$ cat config.mk
export PLATFORM = sky130hd
export DESIGN_NAME = pipe_ma
export DESIGN_NICKNAME = d
export VERILOG_FILES = /design/src/rtl/pipe_pkg.sv /design/src/rtl/ma_lane_fmt.sv /design/src/rtl/pipe_ma.sv
export SDC_FILE = /design/constraint.sdc
export NUM_CORES = 1
export LEC_CHECK = 0
export ABC_CLOCK_PERIOD_IN_PS = 2000
export CORE_UTILIZATION = 39
export CTS_CLUSTER_DIAMETER = 200
export DETAILED_ROUTE_END_ITERATION = 10
export GPL_ROUTABILITY_DRIVEN = 0
export PLACE_DENSITY = 0.77
export SETUP_SLACK_MARGIN = 0.3
export SKIP_CTS_REPAIR_TIMING = 1
export SLEW_MARGIN = 20
export SYNTH_ARGS = -nofsm -noshare
export SYNTH_HDL_FRONTEND = slang
export SYNTH_SLANG_ARGS = --single-unit
export TNS_END_PERCENT = 20
$ cat constraint.sdc
create_clock -name clk -period 2 [get_ports clk]
set_clock_uncertainty 0.2 [all_clocks]
set_input_delay 0.4 -clock clk [delete_from_list [all_inputs] [get_ports clk]]
set_output_delay 0.4 -clock clk [all_outputs]
set_load 0.05 [all_outputs]
$ cat src/rtl/pipe_pkg.sv
// ---------------------------------------------------------------------------
// pipe_pkg
// Shared definitions for the MIPS64 pipeline stages.
//   - RW_*  : memory operation encodings carried on rw_e
//   - LEN_* : access size encodings carried on rw_len
//   - ma_state_t : states of the memory-access stage FSM
//   - is_misaligned() : alignment rule shared by the MA and cache stages
// ---------------------------------------------------------------------------
package pipe_pkg;

    localparam logic [1:0] RW_NONE = 2'b00;
    localparam logic [1:0] RW_LD   = 2'b01;
    localparam logic [1:0] RW_ST   = 2'b10;

    localparam logic [1:0] LEN_B   = 2'b00;
    localparam logic [1:0] LEN_H   = 2'b01;
    localparam logic [1:0] LEN_W   = 2'b10;

    typedef enum logic [1:0] {
        MA_IDLE = 2'd0,
        MA_MEM  = 2'd1,
        MA_OUT  = 2'd2
    } ma_state_t;

    // Halves must sit on even addresses, words on multiples of four.
    // The reserved length code 11 behaves like a word.
    function automatic logic is_misaligned(input logic [1:0] len, input logic [1:0] addr_lo);
        case (len)
            LEN_B:   return 1'b0;
            LEN_H:   return addr_lo[0];
            default: return (addr_lo != 2'b00);
        endcase
    endfunction

endpackage

$ cat src/rtl/ma_lane_fmt.sv
// ---------------------------------------------------------------------------
// ma_lane_fmt
// Combinational byte-lane formatter between a core register and a 32-bit
// memory word. Replicates store data across lanes, builds byte enables,
// and extracts / extends load data.
//   i_addr_lo  : low two address bits selecting the lane
//   i_len      : access size (LEN_B / LEN_H / LEN_W, 11 treated as word)
//   i_ld_uns   : zero-extend loads when set, sign-extend when clear
//   i_st_val   : store data from the register file
//   i_rdata    : raw memory read word
//   o_wdata    : lane-replicated store data
//   o_be       : byte enables for the store
//   o_ld_data  : shifted and extended load result
// ---------------------------------------------------------------------------
module ma_lane_fmt
    import pipe_pkg::*;
#(
    parameter int REG_SZ = 32
) (
    input  logic [1:0]        i_addr_lo,
    input  logic [1:0]        i_len,
    input  logic              i_ld_uns,
    input  logic [REG_SZ-1:0] i_st_val,
    input  logic [REG_SZ-1:0] i_rdata,
    output logic [REG_SZ-1:0] o_wdata,
    output logic [3:0]        o_be,
    output logic [REG_SZ-1:0] o_ld_data
);

    logic [REG_SZ-1:0] w_shifted;

    // The addressed byte is brought down to lane 0 before extension.
    assign w_shifted = i_rdata >> {i_addr_lo, 3'b000};

    // Word access is the default; byte and half override the lanes they touch.
    always_comb begin
        o_wdata   = i_st_val;
        o_be      = 4'b1111;
        o_ld_data = w_shifted;
        case (i_len)
            LEN_B: begin
                o_wdata   = {(REG_SZ/8){i_st_val[7:0]}};
                o_be      = 4'b0001 << i_addr_lo;
                o_ld_data = {{(REG_SZ-8){~i_ld_uns & w_shifted[7]}}, w_shifted[7:0]};
            end
            LEN_H: begin
                o_wdata   = {(REG_SZ/16){i_st_val[15:0]}};
                o_be      = 4'b0011 << {i_addr_lo[1], 1'b0};
                o_ld_data = {{(REG_SZ-16){~i_ld_uns & w_shifted[15]}}, w_shifted[15:0]};
            end
            default: begin
            end
        endcase
    end

endmodule

$ cat src/rtl/pipe_ma.sv
// ---------------------------------------------------------------------------
// pipe_ma
// Memory-access stage of the MIPS64 pipeline. Accepts one executed
// instruction per handshake, performs loads/stores on the data-memory port,
// passes ALU results through, and publishes results on the MA->EX
// forwarding bus.
//   clk, rst                  : clock, synchronous active-high reset
//   in_valid/in_ready         : handshake from execute
//   in_ans, in_val            : ALU result / address, store data
//   in_rw_e, in_rw_len        : memory op kind and size
//   in_ld_uns                 : zero-extend loads
//   in_wb_e, in_wb_idx        : write-back enable and destination
//   mem_*                     : data-memory request port (held until mem_ack)
//   wb_valid/wb_ready         : handshake to write-back
//   wb_e_out, wb_idx_out, wb_data : held result
//   MA_fwd_idx, MA_fwd_val, MA_ack : forwarding bus to execute
//   misalign_err              : sticky misaligned-access flag
// ---------------------------------------------------------------------------
module pipe_ma
    import pipe_pkg::*;
#(
    parameter int REG_SZ = 32,
    parameter int ADDR_W = 32
) (
    input  logic              clk,
    input  logic              rst,
    input  logic              in_valid,
    output logic              in_ready,
    input  logic [REG_SZ-1:0] in_ans,
    input  logic [REG_SZ-1:0] in_val,
    input  logic [1:0]        in_rw_e,
    input  logic [1:0]        in_rw_len,
    input  logic              in_ld_uns,
    input  logic              in_wb_e,
    input  logic [4:0]        in_wb_idx,
    output logic              mem_req,
    output logic              mem_we,
    output logic [ADDR_W-1:0] mem_addr,
    output logic [REG_SZ-1:0] mem_wdata,
    output logic [3:0]        mem_be,
    input  logic [REG_SZ-1:0] mem_rdata,
    input  logic              mem_ack,
    output logic              wb_valid,
    input  logic              wb_ready,
    output logic              wb_e_out,
    output logic [4:0]        wb_idx_out,
    output logic [REG_SZ-1:0] wb_data,
    output logic [4:0]        MA_fwd_idx,
    output logic [31:0]       MA_fwd_val,
    output logic              MA_ack,
    output logic              misalign_err
);

    ma_state_t r_state, w_next_state;

    logic              w_accept;
    logic              w_is_mem;
    logic              w_misalign;
    logic [ADDR_W-1:0] w_addr;

    // Instruction fields kept while the memory access is outstanding.
    logic              r_pend_st;
    logic              r_pend_wb_e;
    logic [4:0]        r_pend_idx;
    logic [1:0]        r_pend_len;
    logic [1:0]        r_pend_lo;
    logic              r_pend_uns;

    logic              r_mem_req, r_mem_we;
    logic [ADDR_W-1:0] r_mem_addr;
    logic [REG_SZ-1:0] r_mem_wdata;
    logic [3:0]        r_mem_be;
    logic              r_wb_e;
    logic [4:0]        r_wb_idx;
    logic [REG_SZ-1:0] r_wb_data;
    logic [4:0]        r_fwd_idx;
    logic              r_ma_ack;
    logic              r_misalign;

    logic [1:0]        w_fmt_lo, w_fmt_len;
    logic [REG_SZ-1:0] w_fmt_wdata, w_fmt_ld;
    logic [3:0]        w_fmt_be;

    assign w_is_mem   = (in_rw_e == RW_LD) || (in_rw_e == RW_ST);
    assign w_misalign = w_is_mem && is_misaligned(in_rw_len, in_ans[1:0]);
    assign w_addr     = ADDR_W'(in_ans);

    // One formatter serves both directions: in MEM it extracts the pending
    // load, elsewhere it formats the store being accepted (accepts never
    // happen in MEM, so the two uses cannot collide).
    assign w_fmt_lo  = (r_state == MA_MEM) ? r_pend_lo  : in_ans[1:0];
    assign w_fmt_len = (r_state == MA_MEM) ? r_pend_len : in_rw_len;

    ma_lane_fmt #(.REG_SZ(REG_SZ)) u_fmt (
        .i_addr_lo (w_fmt_lo),
        .i_len     (w_fmt_len),
        .i_ld_uns  (r_pend_uns),
        .i_st_val  (in_val),
        .i_rdata   (mem_rdata),
        .o_wdata   (w_fmt_wdata),
        .o_be      (w_fmt_be),
        .o_ld_data (w_fmt_ld)
    );

    // State register.
    always_ff @(posedge clk) begin
        if (rst) r_state <= MA_IDLE;
        else     r_state <= w_next_state;
    end

    // Next-state and handshake. OUT can retire and accept in the same edge,
    // so an accept overrides the plain OUT->IDLE transition.
    always_comb begin
        w_next_state = r_state;
        in_ready     = 1'b0;
        case (r_state)
            MA_IDLE: in_ready = 1'b1;
            MA_MEM:  if (mem_ack) w_next_state = MA_OUT;
            MA_OUT: begin
                in_ready = wb_ready;
                if (wb_ready) w_next_state = MA_IDLE;
            end
            default: w_next_state = MA_IDLE;
        endcase
        w_accept = in_valid & in_ready;
        if (w_accept) w_next_state = (w_is_mem && !w_misalign) ? MA_MEM : MA_OUT;
    end

    // Datapath: memory request, result register and forwarding bus.
    // The forward index is cleared when the result retires and reloaded
    // whenever a new result lands in the register.
    always_ff @(posedge clk) begin
        if (rst) begin
            r_pend_st   <= 1'b0;
            r_pend_wb_e <= 1'b0;
            r_pend_idx  <= '0;
            r_pend_len  <= '0;
            r_pend_lo   <= '0;
            r_pend_uns  <= 1'b0;
            r_mem_req   <= 1'b0;
            r_mem_we    <= 1'b0;
            r_mem_addr  <= '0;
            r_mem_wdata <= '0;
            r_mem_be    <= '0;
            r_wb_e      <= 1'b0;
            r_wb_idx    <= '0;
            r_wb_data   <= '0;
            r_fwd_idx   <= '0;
            r_ma_ack    <= 1'b0;
            r_misalign  <= 1'b0;
        end else begin
            r_ma_ack <= 1'b0;
            if (r_state == MA_OUT && wb_ready) r_fwd_idx <= '0;

            if (w_accept) begin
                r_pend_st   <= (in_rw_e == RW_ST);
                r_pend_wb_e <= in_wb_e;
                r_pend_idx  <= in_wb_idx;
                r_pend_len  <= in_rw_len;
                r_pend_lo   <= in_ans[1:0];
                r_pend_uns  <= in_ld_uns;
                if (!w_is_mem) begin
                    r_wb_data <= in_ans;
                    r_wb_e    <= in_wb_e;
                    r_wb_idx  <= in_wb_idx;
                    if (in_wb_e && in_wb_idx != 5'd0) begin
                        r_fwd_idx <= in_wb_idx;
                        r_ma_ack  <= 1'b1;
                    end else begin
                        r_fwd_idx <= '0;
                    end
                end else if (w_misalign) begin
                    r_misalign <= 1'b1;
                    r_wb_data  <= '0;
                    r_wb_e     <= 1'b0;
                    r_wb_idx   <= in_wb_idx;
                    r_fwd_idx  <= '0;
                end else begin
                    r_mem_req   <= 1'b1;
                    r_mem_we    <= (in_rw_e == RW_ST);
                    r_mem_addr  <= {w_addr[ADDR_W-1:2], 2'b00};
                    r_mem_wdata <= w_fmt_wdata;
                    r_mem_be    <= w_fmt_be;
                    r_fwd_idx   <= '0;
                end
            end else if (r_state == MA_MEM && mem_ack) begin
                r_mem_req <= 1'b0;
                r_mem_we  <= 1'b0;
                r_wb_idx  <= r_pend_idx;
                if (r_pend_st) begin
                    r_wb_data <= '0;
                    r_wb_e    <= 1'b0;
                end else begin
                    r_wb_data <= w_fmt_ld;
                    r_wb_e    <= r_pend_wb_e;
                    if (r_pend_wb_e && r_pend_idx != 5'd0) begin
                        r_fwd_idx <= r_pend_idx;
                        r_ma_ack  <= 1'b1;
                    end
                end
            end
        end
    end

    assign mem_req      = r_mem_req;
    assign mem_we       = r_mem_we;
    assign mem_addr     = r_mem_addr;
    assign mem_wdata    = r_mem_wdata;
    assign mem_be       = r_mem_be;
    assign wb_valid     = (r_state == MA_OUT);
    assign wb_e_out     = r_wb_e;
    assign wb_idx_out   = r_wb_idx;
    assign wb_data      = r_wb_data;
    assign MA_fwd_idx   = r_fwd_idx;
    assign MA_fwd_val   = 32'(r_wb_data);
    assign MA_ack       = r_ma_ack;
    assign misalign_err = r_misalign;

endmodule
==> impl.org, run 1 <==
** Timing
- After routing, the total negative slack on setup checks comes to -4.36 ns.
- Minimum clock period :: 2.18 ns
- Maximum frequency from static timing analysis :: 0.458 GHz
- Final hold vios :: 0
- Final WS setup :: -0.184 ns
- Setup violations remaining at the end of the flow were counted as 34.
- Headroom to the max-slew limit came out at 61.2%.
- At the pin with the least slew margin, the transition time is 0.582 ns.
- The worst path uses 109% of the clock period.
- Setup repair after global routing could not meet its margin everywhere.
- Hold slack :: 0.214 ns
- The max-slew violation count is 0.

** Setup path
- Data arrives at the worst endpoint at 2.26 ns.
- Count of buffer and inverter cells on the critical path :: 1
- The slowest stage of the critical path belongs to the cell sky130_fd_sc_hd__mux2_2.
- R2r setup slk :: -0.18 ns
- Startpoint kind of the worst setup timing path :: register
- The endpoint identified for the worst register-to-register timing path is MA_fwd_val[31].
- In this design, the largest share of critical-path delay is due to compound AO/OA/AOI/OAI gates.
- The most critical setup path has its endpoint at MA_fwd_val[31].
- Startpoint of the most critical register-to-register path :: r_state[1]
- Of all nets on the critical path, the largest fanout is 16.
- Required time of the worst setup path :: 2.07 ns
- First element of the critical path :: r_state[1]
- Kind of end point of the critical path :: register
- Cell depth of the worst flop-to-flop path :: 6
- The critical path crosses 6 cells after its start point.
- Worst path cell trace :: and2b_2 -> o21ai_1 -> mux2_2 -> o311ai_4 -> buf_12 -> o32ai_1
- For this run, the slowest stage of the critical path takes 0.42 ns.
- Type of the worst setup path :: reg2reg

** CTS
- TritonCTS clock tree :: done
- The clock passes through at most 2 buffers.
- H-tree Lvls :: 4
- Sink count of the clock tree :: 127
- The clock reaches the later pin of the worst-skew pair after 0.43 ns.
- Clock-pin slew was measured on the worst setup and hold paths at 0.06 ns.
- Clock tree synthesis inserted a total of 17 buffers.
- CTS Root Cell :: sky130_fd_sc_hd__clkbuf_16

** Power
- In this run the power density over the cells is 894 nW/um^2.
- Of the total power, combinational logic draws 34.2%.
- Part of the power in registers :: 30.6%
- Net switching fraction of the power :: 35.6%
- Clock share of power :: 35.2%
- In this run the power spent charging and discharging nets is 0.00339 W.
- Total Power Consumption :: 0.00953 W
- VDD sags by at most 0.666 mV.
- The internal portion of the total power is 0.00614 W.
- Static Leak :: 4.55 nW

** Floorplanning
- The die covers 16,800 um^2.
- The floorplan step set the die height to 129 um.
- Measured along the x axis, the die boundary spans 129 um.
- Standard-cell row count :: 46
- During I/O placement, the number of pins put on the boundary was 261.
- For this configuration, the core starts out at a cell density of 39.9%.
- In this run the standard cell core region covers 15,900 um^2.

** Placement
- Post-DP HPWL :: 16,700 um
- Placed standard-cell area :: 9280 um^2
- Placed cells :: 1,228
- IO buf count :: 258

** Routing
- After the first detailed-routing iteration, the DRC count stood at 545.
- Routed wirelength normalized by instance count :: 19.6 um
- Detailed Routing Iterations Pass 1 :: 6
- In the routed design, unresolved DRC markers number 0.
- The count of nets left with antenna violations once routing finished came out at 0.
- DR vias :: 7,142
- In the routed layout, each cell is associated on average with a via count of 5.58.
- For this block, the routed nets add up to 25,000 um of wire.

** Final layout
- Share of cells above drive strength 1 :: 36.1%
- The area growth from synthesis to layout is 68.2%.
- Filler Cell Count :: 1,262
- Final cell count without fillers :: 1,281
- Area of all placed cells without fillers :: 10,700 um^2
- After the last flow step, the layout net total stands at 1,164.

** Logic synthesis
- Averaged over all synthesized cells, the footprint is 8.44 um^2.
- Of the post-synthesis cell area, the dominant cell type holds 40.1%.
- Synthesis produced 751 cells.
- Post-synthesis share of cell area spent on xor and xnor gates :: 0%
- Area fraction in compound gates after synthesis :: 26.3%
- The cell area that synthesis handed to floorplanning was 6340 um^2.
- After synthesis, the share of cell area in mux cells is 8.31%.
- Number of synthesis warnings :: 0
- Of the total synthesized cell area, the portion taken by AND, OR, NAND and NOR gates is 16.3%.
- Cells taking the most area after synthesis :: sky130_fd_sc_hd__dfxtp_1 40%, sky130_fd_sc_hd__nand2_1 8.4%, sky130_fd_sc_hd__a21oi_1 5.6%, sky130_fd_sc_hd__nor2_1 4.4%, sky130_fd_sc_hd__buf_4 4.0%
- Count of flip-flops with a built-in enable after synthesis :: 0
- Synth area leader :: sky130_fd_sc_hd__dfxtp_1
- In the synthesized netlist the dominant register cell turns out to be sky130_fd_sc_hd__dfxtp_1.
- Post-synthesis register bit count :: 127
- Most frequent cells after synthesis :: 141 x sky130_fd_sc_hd__nand2_1, 127 x sky130_fd_sc_hd__dfxtp_1, 75 x sky130_fd_sc_hd__nor2_1
- Of the total synthesized cell area, the portion taken by full adders, half adders and majority gates is 0.197%.
- Main combinational cell family by area after synthesis :: compound AO/OA/AOI/OAI gates
- Counting flops with an async set or reset pin after synthesis yields a share of 0%.
- After synthesis, flip-flops and latches occupy 40.1% of the total area.
- The most common cell in the synthesized netlist is sky130_fd_sc_hd__nand2_1.
- Unique masters post-synth :: 58

** GRT
- Across every metal layer, demand over resource in global routing totals 26.5%.
- The first global-routing pass estimated 34,000 um of wire.
- The via count of the first global-routing pass was 6,413.
- Total congestion overflow after global routing :: 0
- The initial antenna violation count is 1.
- Entering global routing, the biggest net connects 128 pins.

** Status
- The final reports fail on negative setup slack.
- The flow ran to the end, but the final reports show violations.

** Worst hold path
- Along the worst hold path, the cell count comes to 4.
- Hold WC Path Type :: in2reg

** Job
- Max-cap violations in this run came to 0.
## layer usage
layer	share of wire [%]	GRT usage (%)
met5	0	0
met3	9.6	7.84
met1	39	30.9
met4	3.1	8.96
met2	48	46.4
## layout make-up
class | instances | area (um^2) | share of cell area, %
Antenna cell | 1 | 2.50 | 0.0235
Clock buffer | 17 | 425 | 3.99
Clock inverter | 15 | 206 | 1.94
Inverter | 6 | 25.0 | 0.235
Multi-Input combinational cell | 524 | 3590 | 33.7
Sequential cell | 127 | 2550 | 23.9
Tap cell | 216 | 270 | 2.54
Timing Repair Buffer | 375 | 3580 | 33.6
## per-stage QoR
stage          util, %  worst slack, ns
2_1_floorplan        -           -0.192
3_3_place_gp      58.4           -0.595
3_5_place_dp      58.4           -0.616
4_1_cts           62.4           -0.300
5_1_grt           67.1           -0.251
6_report          67.1           -0.184
## cells by family (layout without fill, tap and decap cells)
group | count (synthesis) | in the layout
AOI/OAI and AO/OA | 230 | 230
DFF | 127 | 127
adders and majority gates | 1 | 1
muxes | 41 | 41
buffers and inverters | 101 | 413
and+or+nand+nor | 250 | 250
other | 1 | 3
## worst min path at each step
stage / endpoint / from / slack [ns]
floorplan: r_pend_wb_e / r_pend_wb_e / 0.25
global placement: mem_addr[4] / mem_addr[4] / 0.24
detailed placement: mem_addr[29] / mem_addr[29] / 0.25
CTS: mem_addr[29] / mem_addr[29] / 0.26
global route: r_pend_len[0] / in_rw_len[0] / 0.23
finish: r_pend_len[0] / in_rw_len[0] / 0.21
## flip-flops by register name (all words and copies together) (netlist names), 4 cells and up
name / cells
MA_fwd_idx: 5
MA_fwd_val: 32
mem_addr: 30
mem_be: 4
mem_wdata: 32
r_pend_idx: 5
wb_idx_out: 5
## tightest hold or removal path, cell delays in order
cell	delay (ns)
sky130_fd_sc_hd__dlymetal6s2s_1	0.15
sky130_fd_sc_hd__buf_4	0.14
sky130_fd_sc_hd__nand2_1	0.05
sky130_fd_sc_hd__a21oi_1	0.05
## cells in the final DEF (no fill, tap or decap), types with 10 or more instances in the layout
cell type                         netlist  routed
sky130_fd_sc_hd__a211oi_1              15      14
sky130_fd_sc_hd__dfxtp_1              127     125
sky130_fd_sc_hd__clkdlybuf4s50_1        0     102
sky130_fd_sc_hd__clkbuf_16              0      25
sky130_fd_sc_hd__nor2_1                75      65
sky130_fd_sc_hd__o21ai_0               20      18
sky130_fd_sc_hd__a311oi_1              24      23
sky130_fd_sc_hd__nand2_1              141     138
sky130_fd_sc_hd__mux2_2                10      10
sky130_fd_sc_hd__buf_6                  4      17
sky130_fd_sc_hd__a21oi_1               71      69
sky130_fd_sc_hd__a222oi_1              13      13
sky130_fd_sc_hd__buf_4                 34     217
sky130_fd_sc_hd__a21o_1                23      23
sky130_fd_sc_hd__nor3_1                12      11
sky130_fd_sc_hd__buf_12                 0      17
sky130_fd_sc_hd__mux2i_1               22      18
## power by group through the flow
stage / combinational [W] / clock (W) / sequential (W)
finish: 0.00326 / 0.00335 / 0.00292
global placement: 0.00292 / 0 / 0.00295
detailed placement: 0.00295 / 0 / 0.00296
CTS: 0.00296 / 0.00340 / 0.00290
global route: 0.00341 / 0.00351 / 0.00294
floorplan: 0.00129 / 0 / 0.00353
Power figures use the tool's default switching activity.
==> inputs of run 2 (changes only) <==
- CORE_UTILIZATION: 39 -> 40
- HOLD_SLACK_MARGIN: not set -> 0.08
- PLACE_DENSITY: 0.77 -> 0.78
- SYNTH_HIERARCHICAL: not set -> 1
==> run 2 against run 1 <==
  * The run still ends with negative setup slack left
  * Global-route usage decreased by 1.3 points
  * Via count decreased by 4.6%
  * Wire length decreased by 12%
  * Die area decreased by 0.82%
  * Critical path depth increased by 2
  * Synthesized cell count increased by 7.1%
  * Sequential power decreased by 5%
  * Final cell count decreased by 1.1%
  * Sequential share of layout area increased by 1.9 points
  * Hold slack got worse by 0.059 ns
  * Critical path type unchanged
==> impl.org, run 2 <==
** Status
- The flow ran to the end, but the final reports show violations.
- Violated checks :: negative setup slack

** Placement
- Post-DP HPWL :: 15,400 um (-7.8%)
- IO buf count :: 258 (unchanged)
- The total instance count after detailed placement came to 1,224 (-0.33%).
- Place WS :: -0.575 ns (+0.0415 ns)

** Power
- The highest ir drop seen on vdd is 0.601 mV (-9.7%).
- Power per cell area :: 832 nW/um^2 (-6.9%)
- The post-route total power came to 0.00821 W (-14%).
- Part of the power in registers :: 33.7% (+3.1 points)
- Switching power total :: 0.00259 W (-24%)
- The leakage power figure is 4.03 nW (-11%).
- The clock share of power was 39.4% (+4.2 points).
- The switching power as a share of total power came to 31.5% (-4.0 points).
- Cell Int Power :: 0.00562 W (-8.5%)
- Combinational group share of total power :: 27.0% (-7.2 points)

** Floorplanning
- Starting utilization of the core area :: 40.7% (+0.83 points)
- Height of the die :: 129 um (-0.41%)
- The floorplan die width came to 129 um (-0.41%).
- The count of pins on the block boundary was 261 (unchanged).
- Core Region :: 15,800 um^2 (-0.36%)
- Area of the die :: 16,600 um^2 (-0.82%)
- Standard-cell row count :: 46 (unchanged)

** Routing
- Via density per instance :: 5.38 (-3.6%)
- Number of routed nets with antenna violations :: 0 (unchanged)
- First DRT Iteration DRCs :: 569 (+4.4%)
- The final routed DRC violation total is 0 (unchanged).
- The number of iterations in the first detailed-routing pass is 6 (unchanged).
- Final routed wirelength across all metal layers :: 22,100 um (-12%)
- The via count was 6,811 (-4.6%).
- The final routed wire length divided by cell count is 17.4 um (-11%).

** Setup path
- Required time of the worst setup path :: 2.14 ns (+0.07 ns)
- Kind of end point of the critical path :: register
- Type of the worst setup path :: reg2reg
- Startpoint kind of the worst setup timing path :: register
- Crit path max fanout :: 7 (-9)
- The signal arrival time at the worst endpoint came to 2.40 ns (+0.14 ns).

** Final layout
- The area growth from synthesis to layout is 53.0%.
- Filler Cell Count :: 1,383 (+9.6%)
- The final layout net count was 1,148 (-1.4%).
- Footprint of the flip-flops and latches :: 2540 um^2 (about the same)
- Commonest cells after routing, fill and taps aside :: 185 x sky130_fd_sc_hd__buf_4, 168 x sky130_fd_sc_hd__nand2_1, 136 x sky130_fd_sc_hd__a21oi_1, 125 x sky130_fd_sc_hd__dfxtp_1, 108 x sky130_fd_sc_hd__clkdlybuf4s50_1
- Leaving out fill and tap cells, the most frequent cell in the layout is sky130_fd_sc_hd__buf_4.
- The share of post-route cells with drive strength above 1 was 31.8% (-4.3 points).
- The area used by multi-input combinational logic came to 3540 um^2 (-1.4%).
- The number of standard cells in the layout, taps in and fillers out is 1,267 (-1.1%).

** Logic synthesis
- Dominant cell by count in the synthesized netlist :: sky130_fd_sc_hd__nand2_1
- Area share of the leading cell type in the synthesized netlist :: 39.4% (-0.68 points)
- Among all flip-flop cells after synthesis, the most frequent one is sky130_fd_sc_hd__dfxtp_1.
- The number of warnings issued by yosys is 6 (+6).
- The mean instance size in the synthesized netlist is 8.02 um^2 (-5.0%).
- Synth area leader :: sky130_fd_sc_hd__dfxtp_1
- By area the synthesized netlist is led by sky130_fd_sc_hd__dfxtp_1 39%, sky130_fd_sc_hd__a21oi_1 11%, sky130_fd_sc_hd__nand2_1 9.8%, sky130_fd_sc_hd__mux2_2 6.1%, sky130_fd_sc_hd__buf_4 5.4%.
- Counting instances in the post-synthesis netlist gives the leading cell types as 168 x sky130_fd_sc_hd__nand2_1, 141 x sky130_fd_sc_hd__a21oi_1, 127 x sky130_fd_sc_hd__dfxtp_1.
- The number of distinct standard cells referenced by the synthesized netlist was 49 (-16%).
- The fraction of synthesis flops using an asynchronous set or reset pin came to 0% (unchanged).
- Count of flip-flops with a built-in enable after synthesis :: 0 (unchanged)
- The gate count of the mapped netlist came to 804 (+7.1%).
- The proportion of synthesized chip area in sequential cells is 39.4% (-0.68 points).
- The synthesized area is 6450 um^2 (+1.7%).
- Post-synthesis register bit count :: 127 (unchanged)

** Timing
- RSZ-0062 raised after global routing :: true
- The final-report setup violation count came to 37 (+8.8%).
- Maximum frequency from static timing analysis :: 0.443 GHz (-3.3%)
- Hold slack :: 0.155 ns (-0.0588 ns)
- Setup Total Neg Slack :: -5.06 ns (-0.700 ns)
- Final WS setup :: -0.260 ns (-0.0755 ns)
- The shortest clock period the worst path allows after layout came to 2.26 ns (+0.0755 ns).
- The max-slew violation count is 0 (unchanged).
- Share of the cycle needed by the critical path after routing :: 113% (+3.8 points)
- The final hold violation count came to 0 (unchanged).

** CTS
- The largest buffer count on any clock path came to 2 (unchanged).
- The clock slew seen by the registers of the worst setup and hold paths came to 0.06 ns (about the same).
- The maximum level of the CTS H-tree is 4 (unchanged).
- Sink count of the clock tree :: 127 (unchanged)
- Worst-Skew Late Latency :: 0.42 ns (about the same)
- TritonCTS clock tree :: done
- CTS Root Cell :: sky130_fd_sc_hd__clkbuf_16
- CTS Buf Count :: 17 (unchanged)

** GRT
- Via count of the first global-routing pass :: 6,199 (-3.3%)
- The final global-route overflow total is 0 (unchanged).
- The global routing usage summed across all routing layers came to 25.3% (-1.3 points).
- Wire length of the first global-routing pass :: 32,500 um (-4.7%)
- Initial antenna violation count :: 3 (+2)
- Pin count of the biggest net entering global routing :: 71 (-45%)

** Worst hold path
- Hold WC Path Type :: in2reg

** Job
- The number of maximum-capacitance constraint violations came to 0 (unchanged).
==> run 2: layout make-up <==
class	instances	area share, %
Antenna cell	3	0.0761
Clock buffer	20	4.73
Clock inverter	12	1.60
Inverter	3	0.114
Multi-Input combinational cell	568	35.9
Sequential cell	127	25.8
Tap cell	216	2.74
Timing Repair Buffer	318	29.0
==> run 2: stage by stage <==
step | area [um^2] | util (%)
CTS | 9490 | 59.9
floorplan | 6530 | -
global placement | 8860 | 56.0
detailed placement | 8860 | 56.0
global route | 9860 | 62.3
finish | 9860 | 62.3
==> run 2: path summary, 6_finish.rpt <==
path,start,endpoint,slack [ns],cells after the start
setup / recovery,r_state[1],MA_fwd_val[12],-0.26,8
hold / removal,rst,MA_ack,0.15,2
hold reg to reg,mem_addr[22],mem_addr[22],0.25,2
setup reg to reg,r_state[1],MA_fwd_val[12],-0.26,8
==> run 2: kinds of logic after synthesis <==
family,synth area share [%]
simple gates,18.4
compound gates,22.9
flops,39.4
buf+inv,10.0
mux,8.91
fa+ha+maj,0.194
other cells,0.0582
xor+xnor,0.136
==> run 2: per-layer routing <==
metal	routed length (um)	up-vias	track usage (%)
met5	0	-	0
met4	609	0	10.9
met3	1490	44	6.57
met2	10700	277	41.2
met1	9300	3249	31.5
li1	-	3241	-
==> run 2: power by group through the flow <==
stage               logic (W)  registers [W]  clock network (W)
floorplan            0.000948        0.00320                  0
detailed placement    0.00206        0.00281                  0
global route          0.00234        0.00278            0.00340
finish                0.00221        0.00276            0.00323
global placement      0.00204        0.00281                  0
CTS                   0.00207        0.00276            0.00327
==> run 2: critical path: stages (launching register included) <==
cell	delay, ns
sky130_fd_sc_hd__dfxtp_2	0.33
sky130_fd_sc_hd__nand2b_4	0.16
sky130_fd_sc_hd__mux2_4	0.39
sky130_fd_sc_hd__buf_12	0.15
sky130_fd_sc_hd__or2_1	0.23
sky130_fd_sc_hd__o221a_4	0.29
sky130_fd_sc_hd__a21oi_1	0.17
sky130_fd_sc_hd__a22oi_1	0.10
sky130_fd_sc_hd__a21oi_1	0.16
==> inputs of run 3 (changes only) <==
- CORE_MARGIN: not set -> 3
- SKIP_CTS_REPAIR_TIMING: 1 -> not set
==> run 3 against run 2 <==
  * The run still ends with negative setup slack left
  * Register-to-register slack better by 0.04 ns
  * Clock power decreased by 2%
  * Utilization increased by 1.3 points
  * Final area shrank 0.15%
  * Global-route usage down 0.76 points
  * Setup slack better by 0.045 ns
  * Sequential cell count is the same
  * Die area grew 6.3%
  * Via count is 1.5% lower
  * Fmax rose by 2.0%
  * Critical path depth shrank 1
==> impl.org, run 3 (synthesis gave the netlist of run 2 again) <==
** Setup path
- Crit path max fanout :: 8 (+1)
- Startpoint of the most critical register-to-register path :: r_state[1]
- R2r setup slk :: -0.21 ns (+0.04 ns)
- The required time of the critical path is 2.14 ns (about the same).
- The signal arrival time at the worst endpoint is 2.35 ns (-0.05 ns).
- STA classifies the critical path endpoint as a register.
- First element of the critical path :: r_state[1]
- The endpoint identified for the worst register-to-register timing path is MA_fwd_val[20].
- STA classifies the critical path startpoint as a register.
- Type of the worst setup path :: reg2reg
- In this run the worst setup path terminates at MA_fwd_val[20].
- The logic depth of the worst register-to-register path is 7 (-1).

** Timing
- The final period utilization was 111% (-2.2 points).
- Minimum clock period :: 2.21 ns (-0.0450 ns)
- Setup Total Neg Slack :: -4.71 ns (+0.348 ns)
- Setup repair after global routing could not meet its margin everywhere.
- The max-slew violation count was 0 (unchanged).
- The final critical-path setup slack came to -0.215 ns (+0.0450 ns).
- The final-report setup violation count is 39 (+5.4%).
- Maximum frequency from static timing analysis :: 0.452 GHz (+2.0%)
- The final hold violation count came to 0 (unchanged).
- Hold slack :: 0.246 ns (+0.0909 ns)

** Power
- The internal cell power came to 0.00554 W (-1.3%).
- Worst IR drop on VDD :: 0.614 mV (+2.1%)
- Static Leak :: 4.03 nW (about the same)
- Net switching fraction of the power :: 32.0% (+0.43 points)
- Part of the power in registers :: 33.9% (+0.2 points)
- The reported net switching power was 0.00261 W (+0.63%).
- The clock share of power is 38.9% (-0.5 points).
- Total Power Consumption :: 0.00815 W (-0.72%)
- Power per cell area :: 828 nW/um^2 (-0.57%)
- The part of the total power dissipated in combinational logic was 27.2% (+0.2 points).

** Job
- The number of maximum-capacitance constraint violations was 0 (unchanged).

** Routing
- The vias per cell came to 5.30 (-1.3%).
- The final routed DRC violation total was 0 (unchanged).
- The via count was 6,709 (-1.5%).
- The number of iterations in the first detailed-routing pass came to 5 (-1).
- The number of DRC violations after detailed-routing iteration 0 came to 425 (-25%).
- Number of routed nets with antenna violations :: 0 (unchanged)
- The final routed wire length divided by cell count was 17.6 um (+1.1%).
- Final routed wirelength across all metal layers :: 22,300 um (+0.91%)

** Placement
- The total of buffers placed on input and output ports is 258 (unchanged).
- The total half-perimeter wirelength after legalization and detailed placement is 16,000 um (+4.4%).
- Placed cells :: 1,225 (+0.082%)

** Floorplanning
- Top-level port count :: 261 (unchanged)
- Standard-cell row count :: 45 (-2.2%)
- The starting density of the core is 41.6% (+0.91 points).
- The core footprint is 15,500 um^2 (-2.2%).
- Area of the die :: 17,700 um^2 (+6.3%)
- The overall die height came to 133 um (+3.1%).
- The floorplan die width was 133 um (+3.1%).

** Final layout
- Post-layout util :: 63.6% (+1.3 points)
- Layout overhead on the synthesized area :: 52.7%
- The final layout net count came to 1,152 (+0.35%).
- Commonest cells after routing, fill and taps aside :: 192 x sky130_fd_sc_hd__buf_4, 167 x sky130_fd_sc_hd__nand2_1, 131 x sky130_fd_sc_hd__a21oi_1, 125 x sky130_fd_sc_hd__dfxtp_1, 107 x sky130_fd_sc_hd__clkdlybuf4s50_1
- Commonest non-fill, non-tap cell in the layout :: sky130_fd_sc_hd__buf_4
- The number of standard cells in the layout, taps in and fillers out came to 1,265 (-0.16%).
- The number of filler cells placed in the layout was 1,306 (-5.6%).
- Share of cells above drive strength 1 :: 32.2% (+0.45 points)

** Worst hold path
- Depth of the worst hold-timing path :: 3 (+1)
- The worst hold path belongs to the class in2reg.

** Status
- The final reports fail on negative setup slack.
- Status :: finished with violations

** CTS
- Worst-Skew Late Latency :: 0.42 ns (about the same)
- The clock slew seen by the registers of the worst setup and hold paths is 0.06 ns (about the same).
- CTS placed an instance of sky130_fd_sc_hd__clkbuf_16 at the clock tree root.
- H-tree Lvls :: 4 (unchanged)
- TritonCTS built the clock tree.
- CTS Buf Count :: 17 (unchanged)
- The largest buffer count on any clock path came to 2 (unchanged).
- Sink count of the clock tree :: 127 (unchanged)

** GRT
- Total congestion overflow after global routing :: 0 (unchanged)
- The via count of the first global-routing pass is 6,449 (+4.0%).
- Global routing usage summed across all routing layers :: 24.5% (-0.76 points)
- The initial antenna violation count is 4 (+1).
- The largest net degree at the start of global routing is 61 (-14%).
- The first-pass GRT wire length is 34,800 um (+7.4%).
-- run 3: changes by cell type in the layout (fill, tap and decap cells not counted), moves of 3 or more --
| cell | previous run | this run |
|---|---|---|
| sky130_fd_sc_hd__buf_4 | 185 | 192 |
| sky130_fd_sc_hd__o21ai_0 | 39 | 45 |
| sky130_fd_sc_hd__a211oi_2 | 6 | 1 |
| sky130_fd_sc_hd__buf_8 | 4 | 1 |
| sky130_fd_sc_hd__a21oi_1 | 136 | 131 |
| sky130_fd_sc_hd__o21ai_1 | 7 | 1 |
| sky130_fd_sc_hd__dlygate4sd2_1 | 0 | 3 |
| sky130_fd_sc_hd__a211oi_1 | 1 | 6 |
| sky130_fd_sc_hd__a21oi_2 | 5 | 9 |
-- run 3: power by group through the flow --
stage / combinational [W] / sequential, W / clock (W)
floorplan: 0.000948 / 0.00320 / 0
detailed placement: 0.00208 / 0.00281 / 0
finish: 0.00222 / 0.00276 / 0.00317
CTS: 0.00218 / 0.00276 / 0.00322
global placement: 0.00207 / 0.00281 / 0
global route: 0.00234 / 0.00278 / 0.00333
-- run 3: worst max-delay path, stage by stage (launching register included) --
cell and delay [ns]:
sky130_fd_sc_hd__dfxtp_2 0.33, sky130_fd_sc_hd__nand2b_4 0.16, sky130_fd_sc_hd__mux2_4 0.35, sky130_fd_sc_hd__xnor2_2 0.17, sky130_fd_sc_hd__or4_4 0.56, sky130_fd_sc_hd__nand4_1 0.15, sky130_fd_sc_hd__a22oi_2 0.07, sky130_fd_sc_hd__a21oi_1 0.14
-- run 3: worst min path at each step --
stage                    endpoint    startpoint
global placement     r_pend_lo[0]  r_pend_lo[0]
floorplan               r_pend_st     r_pend_st
CTS                 r_pend_len[1]  in_rw_len[1]
detailed placement   r_pend_lo[0]  r_pend_lo[0]
finish              r_pend_len[1]  in_rw_len[1]
global route        r_pend_len[1]  in_rw_len[1]
-- run 3: per-stage QoR --
stage / worst slack [ns] / instance area, um^2
finish: -0.215 / 9850
global route: -0.302 / 9850
CTS: -0.197 / 9760
detailed placement: -0.550 / 8900
global placement: -0.522 / 8900
floorplan: -0.243 / 6530
-- run 3: timing repair --
action	CTS	global route
gates cloned	1	0
endpoints found under the setup margin	117	125
pin swaps	22	6
resized for setup	54	15
hold endpoints to repair	3	0
hold buffers	1	0
buffers inserted	3	1
-- run 3: area by class of cell --
cell class,instances,area [um^2],area share [%]
well taps,211,264,2.68
flip-flops and latches,127,2540,25.8
clock inverters,14,166,1.69
inverters,3,11.3,0.114
clock buffers,18,439,4.46
multi-input cells,568,3580,36.3
repair buffers,322,2840,28.8
diodes,2,5.00,0.0508
-- run 3: routing by layer --
metal	wire, um	up-vias	global-route usage, %
met3	1470	44	6.05
met1	9210	3136	30.7
met5	21	-	0
li1	-	3251	-
met2	11000	274	40.2
met4	647	4	10.2
